### src/rtl/alu_arbiter.sv
// alu_arbiter: round-robin arbitration of two requesters onto one shared external ALU (IDLE -> EXEC -> RESP).
// Optional feature ALU_ARB_TIMEOUT_EN: an unclaimed response is dropped after TIMEOUT_CYCLES and timeout_err is set.
module alu_arbiter #(
  parameter int WIDTH          = 64,
  parameter int TIMEOUT_CYCLES = 16
) (
  input  logic             clk,
  input  logic             reset_n,
  input  logic             r0_valid,
  output logic             r0_ready,
  input  logic [WIDTH-1:0] r0_a,
  input  logic [WIDTH-1:0] r0_b,
  input  logic [3:0]       r0_op,
  output logic             r0_resp_valid,
  input  logic             r0_resp_ready,
  output logic [WIDTH-1:0] r0_result,
  output logic             r0_zero,
  input  logic             r1_valid,
  output logic             r1_ready,
  input  logic [WIDTH-1:0] r1_a,
  input  logic [WIDTH-1:0] r1_b,
  input  logic [3:0]       r1_op,
  output logic             r1_resp_valid,
  input  logic             r1_resp_ready,
  output logic [WIDTH-1:0] r1_result,
  output logic             r1_zero,
  output logic [WIDTH-1:0] alu_a,
  output logic [WIDTH-1:0] alu_b,
  output logic [3:0]       alu_op,
  input  logic [WIDTH-1:0] alu_result,
  input  logic             alu_zero,
  output logic             busy,
  output logic             grant_id,
  output logic             timeout_err
);

  typedef enum logic [1:0] {IDLE, EXEC, RESP} state_t;

  state_t           state;
  logic             ptr;
  logic             grant_q;
  logic [WIDTH-1:0] a_q;
  logic [WIDTH-1:0] b_q;
  logic [3:0]       op_q;
  logic [WIDTH-1:0] res_q;
  logic             zero_q;
  logic             r0_rv;
  logic             r1_rv;
  logic             any_vld;
  logic             pick;
  logic             hs;

  // Pointer requester wins when it is asking; otherwise the other one gets the slot.
  always_comb begin
    any_vld = r0_valid | r1_valid;
    if (ptr) pick = r1_valid ? 1'b1 : 1'b0;
    else     pick = r0_valid ? 1'b0 : 1'b1;
  end

  assign r0_ready = (state == IDLE) && any_vld && !pick;
  assign r1_ready = (state == IDLE) && any_vld && pick;
  assign hs       = (state == RESP) && (grant_q ? r1_resp_ready : r0_resp_ready);

  assign busy          = (state != IDLE);
  assign grant_id      = grant_q;
  assign alu_a         = a_q;
  assign alu_b         = b_q;
  assign alu_op        = op_q;
  assign r0_result     = res_q;
  assign r1_result     = res_q;
  assign r0_zero       = zero_q;
  assign r1_zero       = zero_q;
  assign r0_resp_valid = r0_rv;
  assign r1_resp_valid = r1_rv;

`ifdef ALU_ARB_TIMEOUT_EN
  localparam int CW = $clog2(TIMEOUT_CYCLES + 1);
  logic [CW-1:0] cnt;
  logic          err_q;
  assign timeout_err = err_q;
`else
  assign timeout_err = 1'b0;
`endif

  always_ff @(posedge clk) begin
    if (!reset_n) begin
      state   <= IDLE;
      ptr     <= 1'b0;
      grant_q <= 1'b0;
      a_q     <= '0;
      b_q     <= '0;
      op_q    <= '0;
      res_q   <= '0;
      zero_q  <= 1'b0;
      r0_rv   <= 1'b0;
      r1_rv   <= 1'b0;
`ifdef ALU_ARB_TIMEOUT_EN
      cnt     <= '0;
      err_q   <= 1'b0;
`endif
    end else begin
      case (state)
        IDLE: begin
          if (any_vld) begin
            a_q     <= pick ? r1_a  : r0_a;
            b_q     <= pick ? r1_b  : r0_b;
            op_q    <= pick ? r1_op : r0_op;
            grant_q <= pick;
            state   <= EXEC;
          end
        end
        EXEC: begin
          res_q  <= alu_result;
          zero_q <= alu_zero;
          r0_rv  <= !grant_q;
          r1_rv  <= grant_q;
          state  <= RESP;
`ifdef ALU_ARB_TIMEOUT_EN
          cnt    <= '0;
`endif
        end
        RESP: begin
          if (hs) begin
            r0_rv <= 1'b0;
            r1_rv <= 1'b0;
            ptr   <= ~grant_q;
            state <= IDLE;
          end
`ifdef ALU_ARB_TIMEOUT_EN
          else if (cnt == CW'(TIMEOUT_CYCLES - 1)) begin
            r0_rv <= 1'b0;
            r1_rv <= 1'b0;
            ptr   <= ~grant_q;
            err_q <= 1'b1;
            cnt   <= '0;
            state <= IDLE;
          end else begin
            cnt <= cnt + 1'b1;
          end
`endif
        end
        default: state <= IDLE;
      endcase
    end
  end

endmodule

### config.mk
export PLATFORM = sky130hd
export DESIGN_NAME = alu_arbiter
export DESIGN_NICKNAME = d
export VERILOG_FILES = /design/src/rtl/alu_arbiter.sv
export SDC_FILE = /design/constraint.sdc
export NUM_CORES = 1
export LEC_CHECK = 0
export ABC_CLOCK_PERIOD_IN_PS = 1530
export BUFFER_PORTS_ARGS = -buffer_cell sky130_fd_sc_hd__buf_2
export CORE_AREA = 2 2 233 235
export CTS_CLUSTER_DIAMETER = 200
export DETAILED_ROUTE_END_ITERATION = 6
export DIE_AREA = 0 0 235 237
export PLACE_DENSITY = 0.37
export SLEW_MARGIN = 20
export SYNTH_ARGS = -nofsm -noshare
export SYNTH_HDL_FRONTEND = slang
export SYNTH_SLANG_ARGS = --single-unit
### constraint.sdc
create_clock -name clk -period 1.53 [get_ports clk]
set_input_delay 0.0765 -clock clk [delete_from_list [all_inputs] [get_ports clk]]
set_output_delay 0.0765 -clock clk [all_outputs]
set_load 0.05 [all_outputs]
==> results.json, run 1 <==
{
  "status": "complete, but fails checks",
  "violations": "negative setup slack",
  "postSynthAreaPerCell_um2": 8.025,
  "cts_buffer_depth": 3,
  "top_layer": "met4",
  "die_area_um2": 55700,
  "detail-route-antenna-nets": 0,
  "ys_async_sr_fraction": 0,
  "crit_path_cell_trace": "nand2b_4 -> buf_12 -> a21oi_2 -> buf_6",
  "cts_sinks": 203,
  "initial_core_util": 0.1756,
  "setup_viol": 2,
  "grt_max_degree": 88,
  "crit_family": "flip-flops",
  "p_sw_uw": 8235,
  "finalSetupTns_ns": -0.2431,
  "syn_nets": 1501,
  "vias": 12540,
  "avgRoutedWirePerCell_um": 19.26,
  "wl_met1_mm": 21.40,
  "synth_commonest_cells": "a21oi_1, dfxtp_1, o21ai_0, nand2_1",
  "synth_edf_count": 0,
  "synth_top_family_by_area": "compound AO/OA/AOI/OAI gates",
  "cp_num_cells": 4,
  "cts_root_buf": "clkbuf_16",
  "cts_tree": "built",
  "pre_cts_slack_ns": 0.04776,
  "final_nets": 2375,
  "fillers": 5556,
  "ys_seq_elements": 203,
  "wl_mm": 53.11,
  "fin_crit_sh": 1.083,
  "hp-class": "in -> reg",
  "routabilityCongestion": 0.8005,
  "path_class": "reg -> out",
  "synth-adder-area-share": 0,
  "via_per_inst": 4.546,
  "maxSlewHeadroom": 0.6601,
  "drt_iter0_drc": 476,
  "slowest_delay_ns": 0.38,
  "hpwl_mm": 33.52,
  "ys_top_cells_by_area": "dfxtp_1, a311oi_1, a21oi_1",
  "first_pass_iters": 5,
  "grt_usage": 0.1660,
  "grt_overflow_total": 0,
  "synth_compound_area_frac": 0.3046,
  "core-area_um2": 53280,
  "cp_slowest_cell": "dfxtp_4",
  "finalHoldViolations": 0,
  "clk_pin_slew_ns": 0.06,
  "ff2ff_setup_slack_ns": 0.01,
  "ir_worst_vdd_v": 0.0007300,
  "pwr-share-seq": 0.303,
  "cts-buffers-inserted": 27,
  "rsz0062_at_grt": "yes",
  "synth_mux_area_frac": 0.001070,
  "power_uw": 20770,
  "syn-instance-count": 1166,
  "io_buffers": 602,
  "yosys_warnings": 0,
  "leakage_uw": 0.008156,
  "power_frac_comb": 0.401,
  "r2r_cells": 6,
  "grt_pass1_vias": 12690,
  "clock_power_share": 0.296,
  "met3_length_mm": 3.041,
  "antenna_found_initial": 2,
  "rows": 85,
  "start_kind": "flip-flop",
  "drv_cap": 0,
  "holdPathStages": 4,
  "layout_setup_ws_ns": -0.1277,
  "yosys.area_share.simple": 0.1361,
  "ys.flop_type": "dfxtp_1",
  "clk_latency_ns": 0.56,
  "layout-drive-gt1-share": 0.3913,
  "syn2layout_area_growth_pct": 95.67,
  "required_ns": 1.45,
  "endpoint_kind": "output pin",
  "synthXorXnorAreaFrac": 0,
  "drc": 0,
  "die_x_um": 235,
  "crit_buf_inv": 2,
  "grt_first_pass_wirelength_mm": 73.85,
  "p_int_uw": 12530,
  "fmax_mhz": 603.2,
  "ios": 604,
  "cp.arrival_ns": 1.58,
  "final.min_clock_period_ns": 1.658,
  "drv_slew": 0,
  "synth.distinct_cells": 26,
  "synth_top_area_cell": "dfxtp_1",
  "cp_max_fo": 29,
  "syn_area_um2": 9358,
  "worst_pin_slew_ns": 0.5098,
  "skew_ns": 0.03011,
  "htree_levels": 1,
  "switching_share": 0.3965,
  "dr_wl_met2_mm": 26.68,
  "die_y_um": 237,
  "power.density_nw_per_um2": 1134,
  "synth_top_area_share": 0.4343,
  "ys_seq_area_frac": 0.4343
}
==> layout by cell type (no fill, tap or decap), drive strengths merged, types with 4 or more instances in the layout <==
cell type	instances
nand2	133
dfxtp	203
nand3	132
inv	4
o21ai	134
a311oi	132
buf	699
nor2	6
clkbuf	56
clkinv	6
dlygate4sd3	333
a21oi	203
nand2b	4
==> worst reg2reg max path, cell delays in order, from the launching register on <==
cell and delay [ns]:
dfxtp_4 0.38, nand2b_4 0.15, buf_12 0.11, buf_4 0.24, buf_4 0.21, nand3_1 0.08, a311oi_1 0.25
==> metal layers <==
metal  up-vias  GRT usage
met2       547     0.2934
met5         -          0
met3       121    0.03532
met4         0    0.06521
met1      5893     0.1954
li1       5976          -
==> registers in the layout (all words and copies together) (netlist names) <==
signal / flops
ptr: 1
alu_b: 64
r0_result: 64
state: 2
alu_op: 4
r1_resp_valid: 1
r0_zero: 1
grant_id: 1
r0_resp_valid: 1
alu_a: 64
==> path summary, 6_finish.rpt <==
kind,start,end
worst max register to register,ptr,alu_a[35]
worst min register to register,r0_result[4],r0_result[4]
worst min-delay path,r0_valid,grant_id
worst max-delay path,ptr,r0_ready
==> power groups by stage <==
stage	logic (µW)	clock network [µW]	registers (µW)
3_3_place_gp	6810	0	6380
4_1_cts	7650	6360	6290
2_1_floorplan	2520	0	8400
6_report	8320	6160	6290
5_1_grt	8800	6560	6360
3_5_place_dp	6810	0	6390
==> layout make-up <==
cell class	count	area, µm²	area share
Timing Repair Buffer	1049	8125	0.4438
Multi-Input combinational cell	755	4372	0.2388
Sequential cell	203	4071	0.2224
Tap cell	696	870.8	0.04756
Clock buffer	41	798.3	0.04360
Clock inverter	8	45.04	0.002460
Inverter	4	22.52	0.001230
Antenna cell	2	5.005	0.0002733
==> cells by family after synthesis <==
| group | Yosys count |
|---|---|
| multiplexers | 1 |
| AND/OR/NAND/NOR | 283 |
| other | 1 |
| AO/OA/AOI/OAI | 470 |
| flip-flops | 203 |
| buffers and inverters | 208 |
==> metrics by stage <==
stage / hold slack (ns) / instances / util / cell area [µm²]
final: 0.06581 / 2758 / 0.3436 / 18310
after global routing: 0.05926 / 2758 / 0.3436 / 18310
after CTS: 0.03413 / 2722 / 0.3280 / 17480
after detailed placement: 0.3233 / 2331 / 0.2466 / 13140
after global placement: 0.3184 / 2331 / 0.2466 / 13140
after floorplan: 0.1940 / 1166 / - / 9361
==> what timing repair did <==
item	4_1_cts	5_1_grt
gates resized for setup	14	55
hold buffers	334	0
buffers inserted	6	16
setup endpoints to repair	2	112
hold endpoints to repair	202	0
cloned	2	19
pin swaps	2	19
(Power assumes the default switching activity.)
==> run 2, diff against run 1 <==
--- a/config.mk
+++ b/config.mk
@@ -12,6 +12,7 @@
 export DETAILED_ROUTE_END_ITERATION = 6
 export DIE_AREA = 0 0 235 237
 export PLACE_DENSITY = 0.37
+export SKIP_LAST_GASP = 1
 export SLEW_MARGIN = 20
 export SYNTH_ARGS = -nofsm -noshare
 export SYNTH_HDL_FRONTEND = slang
==> results.json, run 2 (synthesized netlist as in run 1, its figures left out) <==
{
  "grt_max_degree": 88,
  "worst_pin_slew_ns": 0.5172,
  "drv_slew": 0,
  "grt_usage": 0.1660,
  "die_x_um": 235,
  "syn2layout_area_growth_pct": 93.54,
  "cts_buffer_depth": 3,
  "routabilityCongestion": 0.8005,
  "clk_latency_ns": 0.56,
  "holdPathStages": 4,
  "crit_buf_inv": 2,
  "htree_levels": 1,
  "hp-class": "in -> reg",
  "drc": 0,
  "cp_slowest_cell": "dfxtp_4",
  "die_y_um": 237,
  "vias": 12450,
  "final_nets": 2367,
  "detail-route-antenna-nets": 0,
  "grt_first_pass_wirelength_mm": 73.85,
  "clk_pin_slew_ns": 0.06,
  "cts_root_buf": "clkbuf_16",
  "slowest_delay_ns": 0.38,
  "hpwl_mm": 33.52,
  "crit_path_cell_trace": "nand2b_4 -> buf_12 -> a21oi_2 -> buf_6",
  "final_util": 0.3399,
  "holdPathEnd": "grant_id",
  "cts_sinks": 203,
  "layout-drive-gt1-share": 0.3860,
  "cts-buffers-inserted": 27,
  "skew_ns": 0.03128,
  "setup_viol": 3,
  "fin_crit_sh": 1.079,
  "status": "complete, but fails checks",
  "drt_iter0_drc": 533,
  "final_common_cell": "buf_2",
  "maxSlewHeadroom": 0.6552,
  "wl_mm": 52.18,
  "min_from": "r0_valid",
  "first_pass_iters": 5,
  "avgRoutedWirePerCell_um": 18.97,
  "violations": "negative setup slack",
  "crit_family": "flip-flops",
  "start_kind": "flip-flop",
  "layout_setup_ws_ns": -0.1208,
  "finalHoldViolations": 0,
  "fillers": 5575,
  "core-area_um2": 53280,
  "ff2ff_setup_slack_ns": 0,
  "worstReg2RegEnd": "alu_b[9]",
  "ir_worst_vdd_v": 0.0007294,
  "required_ns": 1.45,
  "grt_overflow_total": 0,
  "antenna_found_initial": 2,
  "crit_start": "ptr",
  "rsz0062_at_grt": "yes",
  "endpoint_kind": "output pin",
  "final.min_clock_period_ns": 1.651,
  "cts_tree": "built",
  "cp_max_fo": 29,
  "layout_common_cells": "buf_2, dlygate4sd3_1, a21oi_1, dfxtp_1, nand2_1",
  "die_area_um2": 55700,
  "rows": 85,
  "regToRegStartpoint": "ptr",
  "power_uw": 20570,
  "r2r_cells": 6,
  "fmax_mhz": 605.8,
  "path_class": "reg -> out",
  "io_buffers": 602,
  "power.density_nw_per_um2": 1136,
  "drv_cap": 0,
  "initial_core_util": 0.1756,
  "via_per_inst": 4.526,
  "leakage_uw": 0.008070,
  "cp.arrival_ns": 1.57,
  "grt_pass1_vias": 12700,
  "ios": 604
}
## run 2: final cells by class
cell class / instances / area [µm²] / share of cell area
sequential: 203 / 4071 / 0.2248
tap: 696 / 870.8 / 0.04808
multi-input combinational: 755 / 4334 / 0.2393
clock buffer: 41 / 798.3 / 0.04408
inverter: 4 / 22.52 / 0.001244
timing repair buffer: 1041 / 7964 / 0.4397
clock inverter: 8 / 45.04 / 0.002487
antenna: 2 / 5.005 / 0.0002763
## run 2: timing repair
action / CTS / global route
hold endpoints to repair: 202 / 0
buffers inserted: 6 / 15
gates resized for setup: 10 / 49
endpoints found under the setup margin: 2 / 128
pin swaps: 2 / 22
cloned: 2 / 12
hold buffers: 334 / 0
## run 2: layer usage
metal / part of all wire / vias up / global-route usage
met5: 0 / - / 0
met4: 0.036 / 0 / 0.06521
met3: 0.056 / 114 / 0.03532
met2: 0.50 / 526 / 0.2935
met1: 0.41 / 5851 / 0.1953
li1: - / 5955 / -
## run 2: worst max path at each step
stage | endpoint | slack, ns | cells past startpoint
2_1_floorplan | r0_ready | 0.03 | 5
3_3_place_gp | alu_b[22] | 0.10 | 5
3_5_place_dp | alu_b[46] | 0.05 | 5
4_1_cts | r1_ready | -0.18 | 5
5_1_grt | r1_ready | -0.22 | 5
6_report | r0_ready | -0.12 | 4
## run 2: stage by stage
stage / instance area, µm² / std cells / hold WS [ns] / setup WS, ns / TNS, ns
finish: 18110 / 2750 / 0.07643 / -0.1208 / -0.2256
floorplan: 9361 / 1166 / 0.1940 / 0.02916 / 0
global placement: 13140 / 2331 / 0.3184 / 0.1019 / 0
detailed placement: 13140 / 2331 / 0.3233 / 0.04776 / 0
global route: 18110 / 2750 / 0.09658 / -0.2155 / -2.518
CTS: 17470 / 2722 / 0.03413 / -0.1787 / -0.5868
## run 2: power breakdown
group          internal, µW  total [µW]  switching (µW)
Sequential             5910        6290             382
Clock                  3570        6150            2580
Combinational          2940        8140            5190
## run 2: worst register-to-register path, stage by stage (launching register included)
cell and delay [ns]:
dfxtp_4 0.38, nand2b_4 0.15, buf_4 0.14, buf_12 0.17, buf_12 0.20, nand3_1 0.12, a311oi_2 0.29
==> run 3, diff against run 2 <==
--- a/config.mk
+++ b/config.mk
@@ -12,6 +12,7 @@
 export DETAILED_ROUTE_END_ITERATION = 6
 export DIE_AREA = 0 0 235 237
 export PLACE_DENSITY = 0.37
+export REMOVE_ABC_BUFFERS = 1
 export SKIP_LAST_GASP = 1
 export SLEW_MARGIN = 20
 export SYNTH_ARGS = -nofsm -noshare
==> results.json, run 3 (synthesized netlist as in run 1, its figures left out) <==
{
  "drt_iter0_drc": 595,
  "cp.arrival_ns": 1.68,
  "drc": 0,
  "skew_ns": 0.005392,
  "clk_pin_slew_ns": 0.06,
  "crit_family": "buffers and inverters",
  "power.density_nw_per_um2": 1140,
  "layout_setup_ws_ns": -0.2221,
  "post-place-cells": 2346,
  "htree_levels": 1,
  "cts_buffer_depth": 3,
  "fmax_mhz": 570.8,
  "rows": 85,
  "ios": 604,
  "final.min_clock_period_ns": 1.752,
  "finalNonFillerCells": 2778,
  "hp-class": "in -> reg",
  "fillers": 5566,
  "layout_common_cells": "buf_2, dlygate4sd3_1, dfxtp_1, a21oi_1, nand2_1",
  "grt_pass1_vias": 12970,
  "io_buffers": 602,
  "clk_latency_ns": 0.56,
  "violations": "negative setup slack",
  "final_util": 0.3576,
  "die_y_um": 237,
  "avgRoutedWirePerCell_um": 21.94,
  "drv_slew": 0,
  "routabilityCongestion": 0.8569,
  "crit_top_cell": "buf_12",
  "finalHoldViolations": 0,
  "wl_mm": 60.96,
  "crit_buf_inv": 5,
  "grt_overflow_total": 0,
  "cts_sinks": 203,
  "rsz0062_at_grt": "yes",
  "cts_tree": "built",
  "drv_cap": 0,
  "path_class": "reg -> out",
  "crit_path_cell_trace": "buf_6 -> nand2b_4 -> buf_12 -> buf_8 -> nand4_1 -> inv_2 -> buf_12",
  "endpoint_kind": "output pin",
  "layout-drive-gt1-share": 0.4419,
  "fin_crit_sh": 1.145,
  "die_area_um2": 55700,
  "status": "complete, but fails checks",
  "vias": 12870,
  "core-area_um2": 53280,
  "ir_worst_vdd_v": 0.0007442,
  "detail-route-antenna-nets": 0,
  "start_kind": "flip-flop",
  "maxSlewHeadroom": 0.6667,
  "via_per_inst": 4.633,
  "diodes": 0,
  "place_area_um2": 13310,
  "hpwl_mm": 38.81,
  "slowest_delay_ns": 0.33,
  "cp_slowest_cell": "dfxtp_2",
  "grt_max_degree": 67,
  "cp_max_fo": 3,
  "syn2layout_area_growth_pct": 103.6,
  "required_ns": 1.45,
  "cts_root_buf": "clkbuf_16",
  "die_x_um": 235,
  "initial_core_util": 0.1756,
  "final_nets": 2398,
  "setup_viol": 132,
  "stdcell_area_um2": 19060,
  "grt_usage": 0.1864,
  "first_pass_iters": 5,
  "final_common_cell": "buf_2",
  "worst_pin_slew_ns": 0.5000,
  "grt_first_pass_wirelength_mm": 80.79,
  "cts-buffers-inserted": 27,
  "antenna_found_initial": 1,
  "leakage_uw": 0.008463
}
[run 3: layer usage]
| layer | part of all wire | vias to the layer above | track usage |
|---|---|---|---|
| met5 | 0.00021 | - | 0 |
| met4 | 0.034 | 2 | 0.07288 |
| met3 | 0.068 | 91 | 0.04138 |
| met2 | 0.51 | 587 | 0.3332 |
| met1 | 0.39 | 6139 | 0.2154 |
| li1 | - | 6051 | - |
[run 3: repair_timing]
action | in CTS | in global routing
hold buffers | 333 | 0
endpoints found under the hold margin | 201 | 0
setup buffers | 14 | 17
pin swaps | 3 | 130
gates cloned | 3 | 21
gates resized for setup | 9 | 290
setup endpoints to repair | 2 | 137
[run 3: area by class of cell]
class / instances / area (µm²) / share of cell area
repair buffers: 1072 / 8478 / 0.4449
multi-input cells: 755 / 4716 / 0.2475
flip-flops and latches: 203 / 4065 / 0.2133
well taps: 696 / 870.8 / 0.04570
clock buffers: 40 / 834.6 / 0.04380
clock inverters: 8 / 71.32 / 0.003743
inverters: 4 / 20.02 / 0.001051
[run 3: worst paths after layout]
kind / from / endpoint / slack, ns / depth (start not counted)
max: ptr / r1_ready / -0.22 / 7
max reg2reg: ptr / alu_a[46] / -0.21 / 5
min reg2reg: r0_result[41] / r0_result[41] / 0.47 / 2
min: r1_valid / grant_id / 0.11 / 4
[run 3: power breakdown]
| group | internal [µW] | switching, µW |
|---|---|---|
| sequential | 5900 | 389 |
| combinational | 3250 | 5660 |
| clock | 3910 | 2600 |
[run 3: stage by stage]
step | setup TNS [ns] | hold slack (ns) | total power, µW | worst slack (ns)
CTS | -2.799 | 0.08945 | 20870 | -0.2640
finish | -11.98 | 0.1125 | 21720 | -0.2221
detailed placement | 0 | 0.3221 | 13410 | 0.02948
global route | -19.59 | 0.1608 | 22570 | -0.2855
floorplan | -623.69 | 0.1940 | 10600 | -3.825
global placement | 0 | 0.3182 | 13400 | 0.03426
[run 3: tightest hold or removal path: stages]
cell     delay, ns
buf_2         0.12
nor2_1        0.08
o21ai_0       0.28
a21oi_2       0.06
